## src/rtl/serial_add_ctrl.sv

```systemverilog
// serial_add_ctrl: bit-serial adder controller. Operands are captured on a
// start request and added one bit per cycle (LSB first). The result appears
// on registered outputs together with a one-cycle done pulse.
// Optional feature macro: SERIAL_SUB_EN adds a 'sub' input selecting A-B
// (two's complement: B inverted on load, carry seeded with 1).
module serial_add_ctrl #(
    parameter int WIDTH = 8
) (
    input  logic             clk,
    input  logic             rst_n,
    input  logic             start,
    input  logic [WIDTH-1:0] a_in,
    input  logic [WIDTH-1:0] b_in,
`ifdef SERIAL_SUB_EN
    input  logic             sub,
`endif
    output logic             busy,
    output logic             done,
    output logic [WIDTH-1:0] sum,
    output logic             co
);

    localparam int CNT_W = (WIDTH > 2) ? $clog2(WIDTH) : 1;
    localparam logic [CNT_W-1:0] LAST_BIT = CNT_W'(WIDTH - 1);

    typedef enum logic [1:0] {
        IDLE = 2'd0,
        RUN  = 2'd1,
        DONE = 2'd2
    } state_t;

    state_t           state_q;
    logic [WIDTH-1:0] opA_q;
    logic [WIDTH-1:0] opB_q;
    logic [WIDTH-1:0] resultSr_q;
    logic [CNT_W-1:0] bitCnt_q;
    logic             carry_q;
    logic             busy_q;
    logic             done_q;
    logic [WIDTH-1:0] sum_q;
    logic             co_q;

    logic             halfSum;
    logic             sumBit_d;
    logic             carry_d;
    logic [WIDTH-1:0] resultNext_d;
    logic [WIDTH-1:0] bLoad_d;
    logic             carryInit_d;

    // One full-adder slice built from two half-adders and an OR, plus the
    // result register with the new bit entering at the MSB.
    always_comb begin
        halfSum      = opA_q[0] ^ opB_q[0];
        sumBit_d     = halfSum ^ carry_q;
        carry_d      = (opA_q[0] & opB_q[0]) | (carry_q & halfSum);
        resultNext_d = {sumBit_d, {(WIDTH-1){1'b0}}} | (resultSr_q >> 1);
    end

    // Operand B and carry seed as loaded at acceptance (inverted/1 for subtract).
`ifdef SERIAL_SUB_EN
    always_comb begin
        bLoad_d     = sub ? ~b_in : b_in;
        carryInit_d = sub;
    end
`else
    always_comb begin
        bLoad_d     = b_in;
        carryInit_d = 1'b0;
    end
`endif

    // Controller FSM and datapath registers; sum/co change only on completion.
    always_ff @(posedge clk) begin
        if (!rst_n) begin
            state_q    <= IDLE;
            opA_q      <= '0;
            opB_q      <= '0;
            resultSr_q <= '0;
            bitCnt_q   <= '0;
            carry_q    <= 1'b0;
            busy_q     <= 1'b0;
            done_q     <= 1'b0;
            sum_q      <= '0;
            co_q       <= 1'b0;
        end else begin
            case (state_q)
                IDLE: begin
                    done_q <= 1'b0;
                    if (start) begin
                        opA_q      <= a_in;
                        opB_q      <= bLoad_d;
                        carry_q    <= carryInit_d;
                        resultSr_q <= '0;
                        bitCnt_q   <= '0;
                        busy_q     <= 1'b1;
                        state_q    <= RUN;
                    end
                end
                RUN: begin
                    opA_q      <= opA_q >> 1;
                    opB_q      <= opB_q >> 1;
                    resultSr_q <= resultNext_d;
                    carry_q    <= carry_d;
                    bitCnt_q   <= bitCnt_q + CNT_W'(1);
                    if (bitCnt_q == LAST_BIT) begin
                        sum_q   <= resultNext_d;
                        co_q    <= carry_d;
                        busy_q  <= 1'b0;
                        done_q  <= 1'b1;
                        state_q <= DONE;
                    end
                end
                DONE: begin
                    done_q  <= 1'b0;
                    state_q <= IDLE;
                end
                default: begin
                    busy_q  <= 1'b0;
                    done_q  <= 1'b0;
                    state_q <= IDLE;
                end
            endcase
        end
    end

    assign busy = busy_q;
    assign done = done_q;
    assign sum  = sum_q;
    assign co   = co_q;

endmodule

```

## config.mk

```make
export PLATFORM = sky130hd
export DESIGN_NAME = serial_add_ctrl
export DESIGN_NICKNAME = d
export VERILOG_FILES = /design/src/rtl/serial_add_ctrl.sv
export SDC_FILE = /design/constraint.sdc
export NUM_CORES = 1
export LEC_CHECK = 0
export BUFFER_PORTS_ARGS = -buffer_cell sky130_fd_sc_hd__buf_2
export CAP_MARGIN = 20
export CORE_ASPECT_RATIO = 1.75
export CORE_MARGIN = 1.5
export CORE_UTILIZATION = 40
export DETAILED_ROUTE_END_ITERATION = 7
export GPL_ROUTABILITY_DRIVEN = 1
export GPL_TIMING_DRIVEN = 0
export PLACE_DENSITY = 0.59
export SETUP_SLACK_MARGIN = 0.4
export SLEW_MARGIN = 15
export SYNTH_ARGS = -nofsm -noshare
export SYNTH_HDL_FRONTEND = slang
export SYNTH_SLANG_ARGS = --single-unit
```

## constraint.sdc

```tcl
create_clock -name clk -period 2.25 [get_ports clk]
set_input_delay 0.1125 -clock clk [delete_from_list [all_inputs] [get_ports clk]]
set_output_delay 0.1125 -clock clk [all_outputs]
set_load 0.03 [all_outputs]
```

# Word-level counts from Yosys, hierarchy flattened
# Cells that the tools add are included.
[word_totals]
inputBits = 19
register_bits = 41
out_inout_bits = 11
[classes]
muxes = 16
add_sub_neg = 1
reduce_logical = 7
bitwise = 7
n_eq_ne = 5
[op_table]
columns = ["cell", "n"]
rows = [
  ["$pmux 8 s2", 3],
  ["$mux 8", 3],
  ["$or 8x7->8", 1],
  ["$reduce_and 2->1", 4],
  ["$pmux 3 s2", 1],
  ["$mux 2", 2],
  ["$ne 2x2->1 const B", 2],
  ["$pmux 2 s2", 1],
  ["$add 3x1->3 const B", 1],
  ["$eq 3x3->1 const B", 1],
  ["$mux 1", 3],
  ["$mux 3", 1],
  ["$pmux 1 s3", 1],
  ["$reduce_and 3->1", 1],
  ["$and 1x1->1", 2],
  ["$eq 2x1->1 const B", 1],
  ["$eq 2x2->1 const B", 1],
  ["$logic_not 2->1", 1],
  ["$pmux 1 s2", 1],
  ["$reduce_bool 2->1", 1],
  ["$xor 1x1->1", 2],
  ["$not 1->1", 1],
  ["$or 1x1->1", 1],
]

# Depth between registers and ports, before layout
[depth]
ltp_word = 4
depth_mapped = 6
mapped_depth_nobuf = 5

# Worst setup path before layout
# No wires, ideal clock.
[synth_timing]
path_kind = "reg2reg"
startpoint = "reg bitCnt_q[0]"
endpoint = "reg co_q (netlist: co)"
period_less_slack_ps = 1362
path_stages_with_launch = 7
setup_slack_ps = 888
arrival_ps = 1235
cell_sequence = "dfxtp_1 > ha_1 > ha_1 > nand3b_1 > buf_2 > mux2i_1 > nor2_1"
[synth_via]
elab_chain_cells = 2
[synth_lines]
columns = ["element", "line_no", "text"]
rows = [
  ["start: declaration", "36", "logic [CNT_W-1:0] bitCnt_q;"],
  ["start signal: assignment", "104", "bitCnt_q <= bitCnt_q + CNT_W'(1);"],
  ["$eq 3x3->1", "105", "if (bitCnt_q == LAST_BIT) begin"],
  ["$reduce_and 2->1 (no source line)", "--", ""],
  ["end signal: assignment", "107", "co_q <= carry_d;"],
  ["end: declaration", "41", "logic co_q;"],
]
# Every way passes these cells.
# A chain may end at the register's enable or synchronous reset.

# Final worst setup path
[layout_timing]
startpoint = "reg bitCnt_q[0]"
endpoint = "reg sum_q[2] (netlist: sum[2])"
[layout_via]
elab_chain_cells = 2
[layout_lines]
columns = ["element", "line_no", "text"]
rows = [
  ["$eq 3x3->1", "105", ""],
  ["$reduce_and 2->1 (no source line)", "--", ""],
  ["end signal: assignment", "106", "sum_q <= resultNext_d;"],
  ["end: declaration", "40", "logic [WIDTH-1:0] sum_q;"],
]
# Every way passes these cells.

==> summary by stage <==
Route
The detailed router finished its first iteration with 27 violations. The per-cell routed wire length is 13.3 um. The routed design has ~3.1 mm of wire.

The number of vias after detailed routing is 1201. For this run, design rule violations remaining after detail routing come to 0. The first TritonRoute pass finished after 4 iterations. Using the TritonRoute via totals, the vias-per-cell ratio works out to 5.13. The count of nets left with antenna violations once routing finished came out at 0.

Hold path
The worst hold path was traced through 3 stages. The startpoint of the tightest hold check path is a_in[5]. The worst min-delay path class is input pin to register.

Clock tree
TritonCTS built the clock tree. The clock root buffer is clkbuf_8. The insertion delay to the later sink of the worst-skew pair is 0.29 ns. The worst-case clock buffer depth is 2. Counting every sink on the clock net gives 40. The hold buffer count at cts is 0. The number of gates resized after cts is 0. The total clock buffers created by CTS is 5.

Clock-pin slew was measured on the worst setup and hold paths at around 0.070 ns. Buffers added to address setup during post-CTS repair amount to 0. The clock tree synthesis step divided the H-tree into 2 levels.

Run
Max-cap violations in this run came to 0.

Timing
The achievable frequency is ~640 MHz. The shortest period the worst path allows is around 1.6 ns. The final setup TNS is 0 ns. Setup violations remaining at the end of the flow were counted as 0. The slew at the pin closest to its max-slew limit is 0.459 ns.

After layout, the worst path uses 69.5% of the clock period. The remaining max-slew budget at the tightest pin is just under 70%. Setup repair after global routing left no endpoint under its margin. Between clock sinks in the finished design, the worst skew comes to ~0.0043 ns. The max-slew violation count is 0. The tightest hold path in the finished design has a slack of 0.109 ns.

The final hold violation count is 0.

Synthesis
By area the synthesized netlist is led by dfxtp_1 (50%), mux2i_1 (14%), a22o_1 (5.5%). The average instance area after synthesis is approximately 11 um^2. The most used flip-flop cell after synthesis is dfxtp_1. Of the synthesized area, sequential elements account for about half. Counting distinct cell types in the post-synthesis netlist gives 27. The synthesized instance count is 149. Counting flops and latches in the post-synthesis netlist gives 40. The net count after synthesis is 171. The number of synthesized flops with an enable pin is 0. In this run the biggest area consumer among cell types represents around half of the synthesized area. The biggest area contributor in the post-synthesis netlist is dfxtp_1. After synthesis the cells add up to ~0.0016 mm^2. For this run, the number of Yosys warnings is 0. The async set-or-reset flop fraction in the synthesized netlist is 0%.

GRT
The global-route wire length before repair is ~5.2 mm. Entering global routing, the biggest net connects 13 pins. The number of antenna violations at the first check in global routing is 0. Global routing consumed, over all layers together, 16.1% of the routing resources. The number of global-route vias before repair is 1191. The total global routing overflow is 0.

Cells and area
The layout net count is slightly above 200. Relative to the synthesized area, the layout overhead comes to 19.6%. The library cells used most frequently in the layout, excluding fill and tap cells, are dfxtp_1 (40), buf_2 (33), mux2i_1 (23).

The fill cell total of the finished layout is 398. Cells fill 49.4% of the core in the end. The cell area after layout is 0.00191 mm^2. The post-route netlist has 27.4% of its cells at a drive strength greater than 1.

The most common cell after layout, fill and taps aside is dfxtp_1. The count of antenna diodes in the layout is 0.

Floorplanning
The vertical extent of the die is between 80 and 90 um. The floorplan core area is 0.00387 mm^2. The initial core utilization is 41.3%. The die span in x is around 51 um. 30 I/O pins were placed. The die covers 0.00439 mm^2.

After floorplanning, the core was divided into 30 placement rows.

Place
The number of buffers added on ports is 29. In this run the cell area measured after placement is 0.00180 mm^2. The HPWL after detailed placement is 2.41 mm. The final weighted congestion of routability-driven global placement is ~0.74.

Power
The design draws between 1 and 1.5 mW. The analysis attributes to cell leakage a power of between 0.8 and 0.9 nW. Dividing total power by cell area gives a power density of between 700 and 800 mW/mm^2.

The worst voltage drop across the vdd grid is 0.000531 V.

Critical path
The endpoint required time on the critical path is approximately 2.4 ns. The critical path arrival is 1.73 ns. The worst setup path is launched from a register. By startpoint and endpoint, the worst setup path is classified as register to register.

The type of destination of the critical path is a register. The depth of the worst register-to-register path is 6. The worst reg2reg path startpoint is bitCnt_q[0]$_SDFFE_PN0P_. The launching instance or port of the critical path is bitCnt_q[0]$_SDFFE_PN0P_. In this run the worst path has a maximum fanout of 9.

Status
The flow ran to the end, and the final reports show no timing, DRC or antenna violations.
==> state kept, by name, indices dropped and copies added (netlist names) <==
signal and flops:
sum 8, done 1, state_q 2, opA_q 8
bitCnt_q 3, resultSr_q 7, opB_q 8, carry_q 1
co 1, busy 1
==> logic make-up after synthesis <==
| group | after synthesis | synth area share [%] |
|---|---|---|
| flops | 40 | 50.2 |
| compound gates | 38 | 16.5 |
| simple gates | 32 | 9.88 |
| mux | 24 | 15.1 |
| buf+inv | 12 | 5.41 |
| fa+ha+maj | 3 | 2.82 |
==> worst max-delay path, stage by stage, from the launching register on <==
cell and delay [ns]:
dfxtp_1 0.32, ha_1 0.20, ha_1 0.22, nand3b_1 0.10, buf_2 0.28, mux2i_1 0.25, nor2_1 0.06
==> power breakdown <==
part           leakage [nW]  switching (mW)  total (mW)  internal (mW)
Sequential            0.327          0.0187       0.759          0.741
Combinational         0.512          0.0800       0.153         0.0725
Clock                0.0552           0.237       0.566          0.329
Total                 0.894           0.335        1.48           1.14
==> Yosys cell counts, drive strengths merged, types with 2 or more instances <==
library cell	n
a211oi	10
a21oi	8
a22o	10
buf	8
clkbuf	2
dfxtp	40
ha	2
inv	2
mux2i	23
nand2b	5
nor2	22
o21ai	7
or3b	2
==> through the flow <==
stage	setup slack, ns	std cells
after detailed placement	0.660	226
after global placement	0.758	226
final	0.686	234
after floorplan	0.888	149
after CTS	0.646	234
after global routing	0.593	234
==> per-layer routing <==
metal	up-vias	wire (um)	GRT usage, %
met3	7	134	5.17
met4	0	68	8.11
met1	561	1160	16.4
met2	28	1740	28.8
met5	-	0	0
li1	605	-	-
==> layout make-up <==
type                       count  area, um^2  area share, %
multi-input combinational     97         708           37.1
tap                           48        60.1           3.15
clock inverter                 2        35.0           1.84
clock buffer                   6        72.6           3.80
inverter                       2        7.51          0.393
sequential                    40         801           42.0
timing repair buffer          29         145           7.61
buffer                        10        78.8           4.13
==> path summary, 6_finish.rpt <==
kind / to / slack, ns
worst min-delay path: opA_q[5]$_SDFFE_PN0P_ / 0.11
worst min register to register: done$_SDFFE_PN0P_ / 0.48
worst max-delay path: sum[2]$_SDFFE_PN0P_ / 0.69
worst max register to register: sum[2]$_SDFFE_PN0P_ / 0.69
Power figures use the tool's default switching activity.
